--- config.mk ---
export PLATFORM = sky130hd
export DESIGN_NAME = iob_pw_sequencer
export DESIGN_NICKNAME = d
export VERILOG_FILES = /design/src/rtl/iob_pkg.sv /design/src/rtl/iob_pw_fifo.sv /design/src/rtl/iob_pw_sequencer.sv
export SDC_FILE = /design/constraint.sdc
export NUM_CORES = 1
export LEC_CHECK = 0
export ABC_AREA = 1
export CAP_MARGIN = 20
export CORE_MARGIN = 2
export CORE_UTILIZATION = 55
export CTS_BUF_LIST = sky130_fd_sc_hd__clkbuf_8
export CTS_CLUSTER_SIZE = 8
export DETAILED_ROUTE_END_ITERATION = 12
export GPL_TIMING_DRIVEN = 0
export PLACE_DENSITY = 0.86
export SYNTH_ARGS = -nofsm -noshare
export SYNTH_HDL_FRONTEND = slang
export SYNTH_SLANG_ARGS = --single-unit
--- constraint.sdc ---
create_clock -name CLK -period 6.16 [get_ports CLK]
set_input_delay 1.232 -clock CLK [delete_from_list [all_inputs] [get_ports CLK]]
set_output_delay 1.232 -clock CLK [all_outputs]
set_load 0.02 [all_outputs]
--- src/rtl/iob_pkg.sv ---
// iob_pkg: shared types, default sizes and the byte-lane merge helper for the IOB posted-write sequencer.
package iob_pkg;
  localparam int IOB_DEPTH = 4;
  localparam int IOB_AW = 23;
  localparam int IOB_DW = 16;

  typedef enum logic [1:0] {IDLE, PW_BUSY, NP_BUSY, NP_DONE} state_t;

  typedef struct packed {
    logic [IOB_AW-1:0] addr;
    logic [IOB_DW-1:0] data;
    logic [1:0]        be;
  } pw_entry_t;

  function automatic pw_entry_t merge_entry(input pw_entry_t o, input pw_entry_t n);
    merge_entry = o;
    merge_entry.data = {n.be[1] ? n.data[IOB_DW-1:IOB_DW/2] : o.data[IOB_DW-1:IOB_DW/2],
                        n.be[0] ? n.data[IOB_DW/2-1:0] : o.data[IOB_DW/2-1:0]};
    merge_entry.be = o.be | n.be;
  endfunction
endpackage

--- src/rtl/iob_pw_fifo.sv ---
// iob_pw_fifo: posted-write FIFO with registered count and ack; same-address merging into
// the newest entry when PW_MERGE_EN is defined.
module iob_pw_fifo
  import iob_pkg::*;
#(
  parameter int DEPTH = IOB_DEPTH
) (
  input  logic      clk,
  input  logic      rst_n,
  input  logic      push,
  input  pw_entry_t din,
  input  logic      pop,
  input  logic      head_locked,
  output pw_entry_t head,
  output logic      ack,
  output logic      full,
  output logic      empty
);
  localparam int PW = $clog2(DEPTH);
  localparam int CW = $clog2(DEPTH + 1);
`ifdef PW_MERGE_EN
  localparam bit MERGE = 1'b1;
`else
  localparam bit MERGE = 1'b0;
`endif

  pw_entry_t mem [DEPTH];
  logic [PW-1:0] rd, wr, last;
  logic [CW-1:0] cnt;
  logic merge, accept, wr_en;

  assign full  = cnt == CW'(DEPTH);
  assign empty = cnt == '0;
  assign head  = mem[rd];
  assign last  = wr - PW'(1);
  // with one entry left it is the head, which is either in flight or being launched
  assign merge  = MERGE && push && !empty && mem[last].addr == din.addr &&
                  !(cnt == CW'(1) && head_locked);
  assign accept = push && (merge || !full);
  assign wr_en  = accept && !merge;

  always_ff @(posedge clk or negedge rst_n)
    if (!rst_n) begin
      rd  <= '0;
      wr  <= '0;
      cnt <= '0;
      ack <= 1'b0;
    end else begin
      ack <= accept;
      if (wr_en) wr <= wr + PW'(1);
      if (pop) rd <= rd + PW'(1);
      cnt <= cnt + CW'(wr_en) - CW'(pop);
    end

  always_ff @(posedge clk)
    if (wr_en) mem[wr] <= din;
    else if (merge) mem[last] <= merge_entry(mem[last], din);
endmodule

--- src/rtl/iob_pw_sequencer.sv ---
// iob_pw_sequencer: drains posted writes to the motherboard bus, then issues non-posted IOCS accesses.
// AW/DW must match iob_pkg sizes; optional feature macro: PW_MERGE_EN.
module iob_pw_sequencer
  import iob_pkg::*;
#(
  parameter int DEPTH = IOB_DEPTH,
  parameter int AW    = IOB_AW,
  parameter int DW    = IOB_DW
) (
  input  logic          CLK,
  input  logic          nRES,
  input  logic          PWReq,
  input  logic [AW-1:0] PWA,
  input  logic [DW-1:0] PWD,
  input  logic [1:0]    PWBE,
  output logic          PWAck,
  output logic          PWFull,
  input  logic          NPReq,
  input  logic          NPWE,
  input  logic [AW-1:0] NPA,
  input  logic [DW-1:0] NPD,
  input  logic [1:0]    NPBE,
  output logic          NPAck,
  output logic [DW-1:0] NPQ,
  output logic          IOReq,
  output logic          IOWE,
  output logic [AW-1:0] IOA,
  output logic [DW-1:0] IOD,
  output logic [1:0]    IOBE,
  input  logic          IOAck,
  input  logic [DW-1:0] IOQ
);
  state_t    state;
  pw_entry_t din, head;
  logic      empty, pop, head_locked;

  assign din         = {PWA, PWD, PWBE};
  assign pop         = state == PW_BUSY && IOAck;
  assign head_locked = state == IDLE || state == PW_BUSY;

  iob_pw_fifo #(.DEPTH(DEPTH)) u_fifo (
    .clk(CLK), .rst_n(nRES), .push(PWReq), .din(din), .pop(pop), .head_locked(head_locked),
    .head(head), .ack(PWAck), .full(PWFull), .empty(empty)
  );

  always_ff @(posedge CLK or negedge nRES)
    if (!nRES) begin
      state <= IDLE;
      IOReq <= 1'b0;
      IOWE  <= 1'b0;
      IOA   <= '0;
      IOD   <= '0;
      IOBE  <= '0;
      NPAck <= 1'b0;
      NPQ   <= '0;
    end else begin
      NPAck <= 1'b0;
      case (state)
        IDLE:
          if (!empty) begin
            {IOA, IOD, IOBE} <= {head.addr, head.data, head.be};
            IOWE  <= 1'b1;
            IOReq <= 1'b1;
            state <= PW_BUSY;
          end else if (NPReq) begin
            {IOA, IOD, IOBE, IOWE} <= {NPA, NPD, NPBE, NPWE};
            IOReq <= 1'b1;
            state <= NP_BUSY;
          end
        PW_BUSY:
          if (IOAck) begin
            IOReq <= 1'b0;
            state <= IDLE;
          end
        NP_BUSY:
          if (IOAck) begin
            IOReq <= 1'b0;
            if (!IOWE) NPQ <= IOQ;
            NPAck <= 1'b1;
            state <= NP_DONE;
          end
        NP_DONE: state <= IDLE;
      endcase
    end
endmodule

==> impl_results.md <==
- Status: finished clean
- P_sw: 2.49 mW
- CTS Buf Count: 39
- GR met3 Demand/Resource: 0.0387
- Worst setup path endpoint: PWFull
- CP startpoint kind: flip-flop
- GRT overflow: 0
- Yosys cell types: 31
- Initial core utilization: 0.560
- Ranking of synthesized cells by area: edfxtp_1 49%, dfrtp_1 17%, nand2_1 13%
- DIE HEIGHT: 139 um
- Clk slew on worst S/H paths: 0.06 ns
- Core area: 0.0180 mm2
- Synthesis warning total: 0
- Port-buffer cells: 165
- GR Util met1: 0.314
- Max-Cap Viols: 0
- XOR/XNOR share of the synthesized area: 0.00261
- Clock skew: 0.0223 ns
- R2R Path End: u_fifo.cnt[2]
- List of most frequent post-synthesis cells: 346 x nand2_1, 164 x edfxtp_1, 90 x nor2_1, 87 x nand3_1, 77 x inv_1
- EDFF count, synth: 164
- Pre-Repair DR Iteration Count: 5
- Largest net degree at the start of global routing: 50
- PwrDens: 500 mW/mm2
- DP Wirelength: 15.6 mm
- Avg WL per Cell: 16.5 um
- R2R Path Start: u_fifo.cnt[1]
- Largest family of logic cells by synthesized area: simple AND/OR/NAND/NOR gates
- Synth Register Bits: 234
- Routed vias: 7439
- Compound-cell area share of the yosys netlist: 0.0187
- Fin crit share: 0.508
- Initial DRC Count: 603
- Vias per cell: 5.17
- Switching fraction of total power: 0.387
- Combinational share of power: 0.437
- Total Wirelength: 23.8 mm
- Sequential Power Share: 0.362
- Top FF cell, synth: edfxtp_1
- Ratio of cells with drive above 1 in the final layout: 0.125
- Most Crowded Layer GR: met2
- Final Setup Violations: 0
- Synth Area in Adders: 0.0157
- Cells after synthesis: 972
- Simple-Gate Fraction of Synth Area: 0.237
- Area leader, netlist: edfxtp_1
- Slew Limit Fails: 0
- CP Capture Type: output pin
- Async S/R FF share, synth: 0.299
- Worst vdd rail ir drop: 0.000282 V
- Final GP Congestion: 0.778
- HP Class: reg -> reg
- Worst skew pair latency: 0.54 ns
- Synth top area share: 0.490
- Sequential share of the synthesized area: 0.664
- F_max: 320 MHz
- Critical path class: reg -> out
- Layout Nets: 1299
- Met2 Usage GRT: 0.419
- TNS Setup: 0 ns
- CP arrival: 1.90 ns
- Vias in the first global route: 7420
- Die Span X: 139 um
- Multiplexer area fraction after synthesis: 0
- Syn avg cell area: 10.3 um2
- Remaining DRCs: 0
- Antenna-violating nets left: 0
- Final Critical Period: 3.13 ns
- Rel. slew slack: 0.429
- Overall Power: 6.44 mW
- Power Internal: 3.95 mW
- I/O pins: 166
- CTS H-tree lvls: 2
- CTS tree: done
- Req. time, crit path: 4.93 ns
- Syn-to-layout area delta: 28.0%
- CP Max Fanout: 3
- Row count: 49
- Root Driver: clkbuf_8
- # Post-CTS Setup Buffers: 0
- # diodes: 0
- TritonCTS sink count: 234
- Full die area: 0.0194 mm2
- Mapped Area: 0.0101 mm2
- Maximum clock insertion buffer count: 3
- Total track usage: 0.248
- R2R Setup Slk: 3.91 ns
- Mapped Nets: 1088
- First-pass GRT wire length: 37.4 mm
- Pleak: 5.71 nW
- Post-CTS sizing: 0
- Hold Buf Count CTS: 0
- Top-count cell post-synth: nand2_1
- Actual slew at the worst max-slew pin: 0.854 ns
- RSZ-0062 raised after global routing: no
- Final hold vios: 0
- Reg2Reg Depth: 7
- Worst setup path start: u_fifo.cnt[1]
- Initial antenna violation count: 0
- Clock Power Share: 0.200
-- power groups by stage --
stage                     Combinational [mW]  Sequential (mW)  Clock (mW)
after floorplan                         1.48             2.59           0
after global placement                  2.67             2.37           0
after detailed placement                2.81             2.36           0
after CTS                               2.83             2.33        1.30
after global routing                    3.08             2.38        1.37
final                                   2.82             2.33        1.29
-- worst min-delay path by stage --
stage,from,end,slack [ns],cells past startpoint
finish,IOReq,IOReq,0.47,2
CTS,IOReq,IOReq,0.48,2
global placement,IOReq,IOReq,0.46,2
detailed placement,IOReq,IOReq,0.46,2
floorplan,state[1],state[1],0.50,2
global route,IOD[7],IOD[7],0.50,2
-- flip-flops by register name, indices dropped and copies added (netlist names) --
| name | count |
|---|---|
| u_fifo.mem | 164 |
| IOA | 23 |
| IOD | 16 |
| NPQ | 16 |
| u_fifo.cnt | 3 |
| IOBE | 2 |
| state | 2 |
| u_fifo.rd | 2 |
| u_fifo.wr | 2 |
| IOReq | 1 |
| IOWE | 1 |
| NPAck | 1 |
| u_fifo.ack | 1 |
-- cells by family (layout without fill, tap and decap cells) --
group                    Yosys count  after routing
AO/OA/AOI/OAI                     29             29
XOR/XNOR                           3              3
adder cells (fa/ha/maj)           12             12
buffers and inverters            125            364
flip-flops                       234            234
AND/OR/NAND/NOR                  569            569
-- per-stage QoR --
stage	std cells	area [um2]	utilization	setup WS, ns	hold slack, ns
global placement	1366	12000	0.667	0.821	0.460
finish	1440	12900	0.716	3.03	0.471
detailed placement	1371	12100	0.676	2.99	0.462
floorplan	972	10100	-	2.67	0.499
global route	1440	12900	0.716	2.95	0.498
CTS	1440	12900	0.716	3.00	0.476
-- critical path, cell delays in order, from the launching register on --
cell and delay (ns):
dfrtp_1 0.43, inv_1 0.11, nand2_1 0.11, nor2_1 0.10
clkdlybuf4s50_1 0.62
-- routing by layer --
metal	wire, um	vias to the layer above
li1	-	3559
met4	831	0
met3	1940	67
met1	9190	3463
met5	0	-
met2	11800	350
-- final cells by class --
| cell class | instances | area (um2) |
|---|---|---|
| Multi-Input combinational cell | 613 | 2780 |
| Sequential cell | 234 | 6680 |
| Tap cell | 229 | 287 |
| Fill cell | 1202 | 5090 |
| Clock buffer | 44 | 606 |
| Timing Repair Buffer | 170 | 1770 |
| Clock inverter | 25 | 124 |
| Buffer | 47 | 328 |
| Inverter | 78 | 295 |
-- layout by cell type, fill, tap and decap left out --
cell | synthesis | routed
o21ai_0 | 4 | 4
nor2_4 | 1 | 5
nand3_1 | 87 | 87
nor2_2 | 1 | 1
a21oi_2 | 3 | 3
edfxtp_1 | 164 | 164
buf_1 | 3 | 3
nor2_1 | 90 | 86
a21oi_1 | 3 | 3
clkbuf_1 | 5 | 5
nand3b_1 | 1 | 1
bufinv_16 | 0 | 1
inv_1 | 77 | 93
nand2_4 | 2 | 2
ha_1 | 11 | 11
dfrtp_1 | 70 | 70
o21ai_2 | 7 | 7
nand3_2 | 1 | 1
inv_4 | 1 | 1
clkbuf_8 | 0 | 44
nand4_1 | 1 | 1
buf_2 | 16 | 16
xor2_1 | 2 | 2
buf_12 | 0 | 2
clkinv_1 | 0 | 5
o21ai_1 | 10 | 10
a21boi_0 | 1 | 1
buf_4 | 11 | 12
clkdlybuf4s50_1 | 0 | 164
xnor2_1 | 1 | 1
nand2_1 | 346 | 346
o21bai_1 | 1 | 1
or2_1 | 1 | 1
buf_16 | 0 | 3
clkinv_2 | 0 | 3
fa_1 | 1 | 1
buf_6 | 12 | 12
or2_2 | 38 | 38
(Power assumes the default switching activity.)
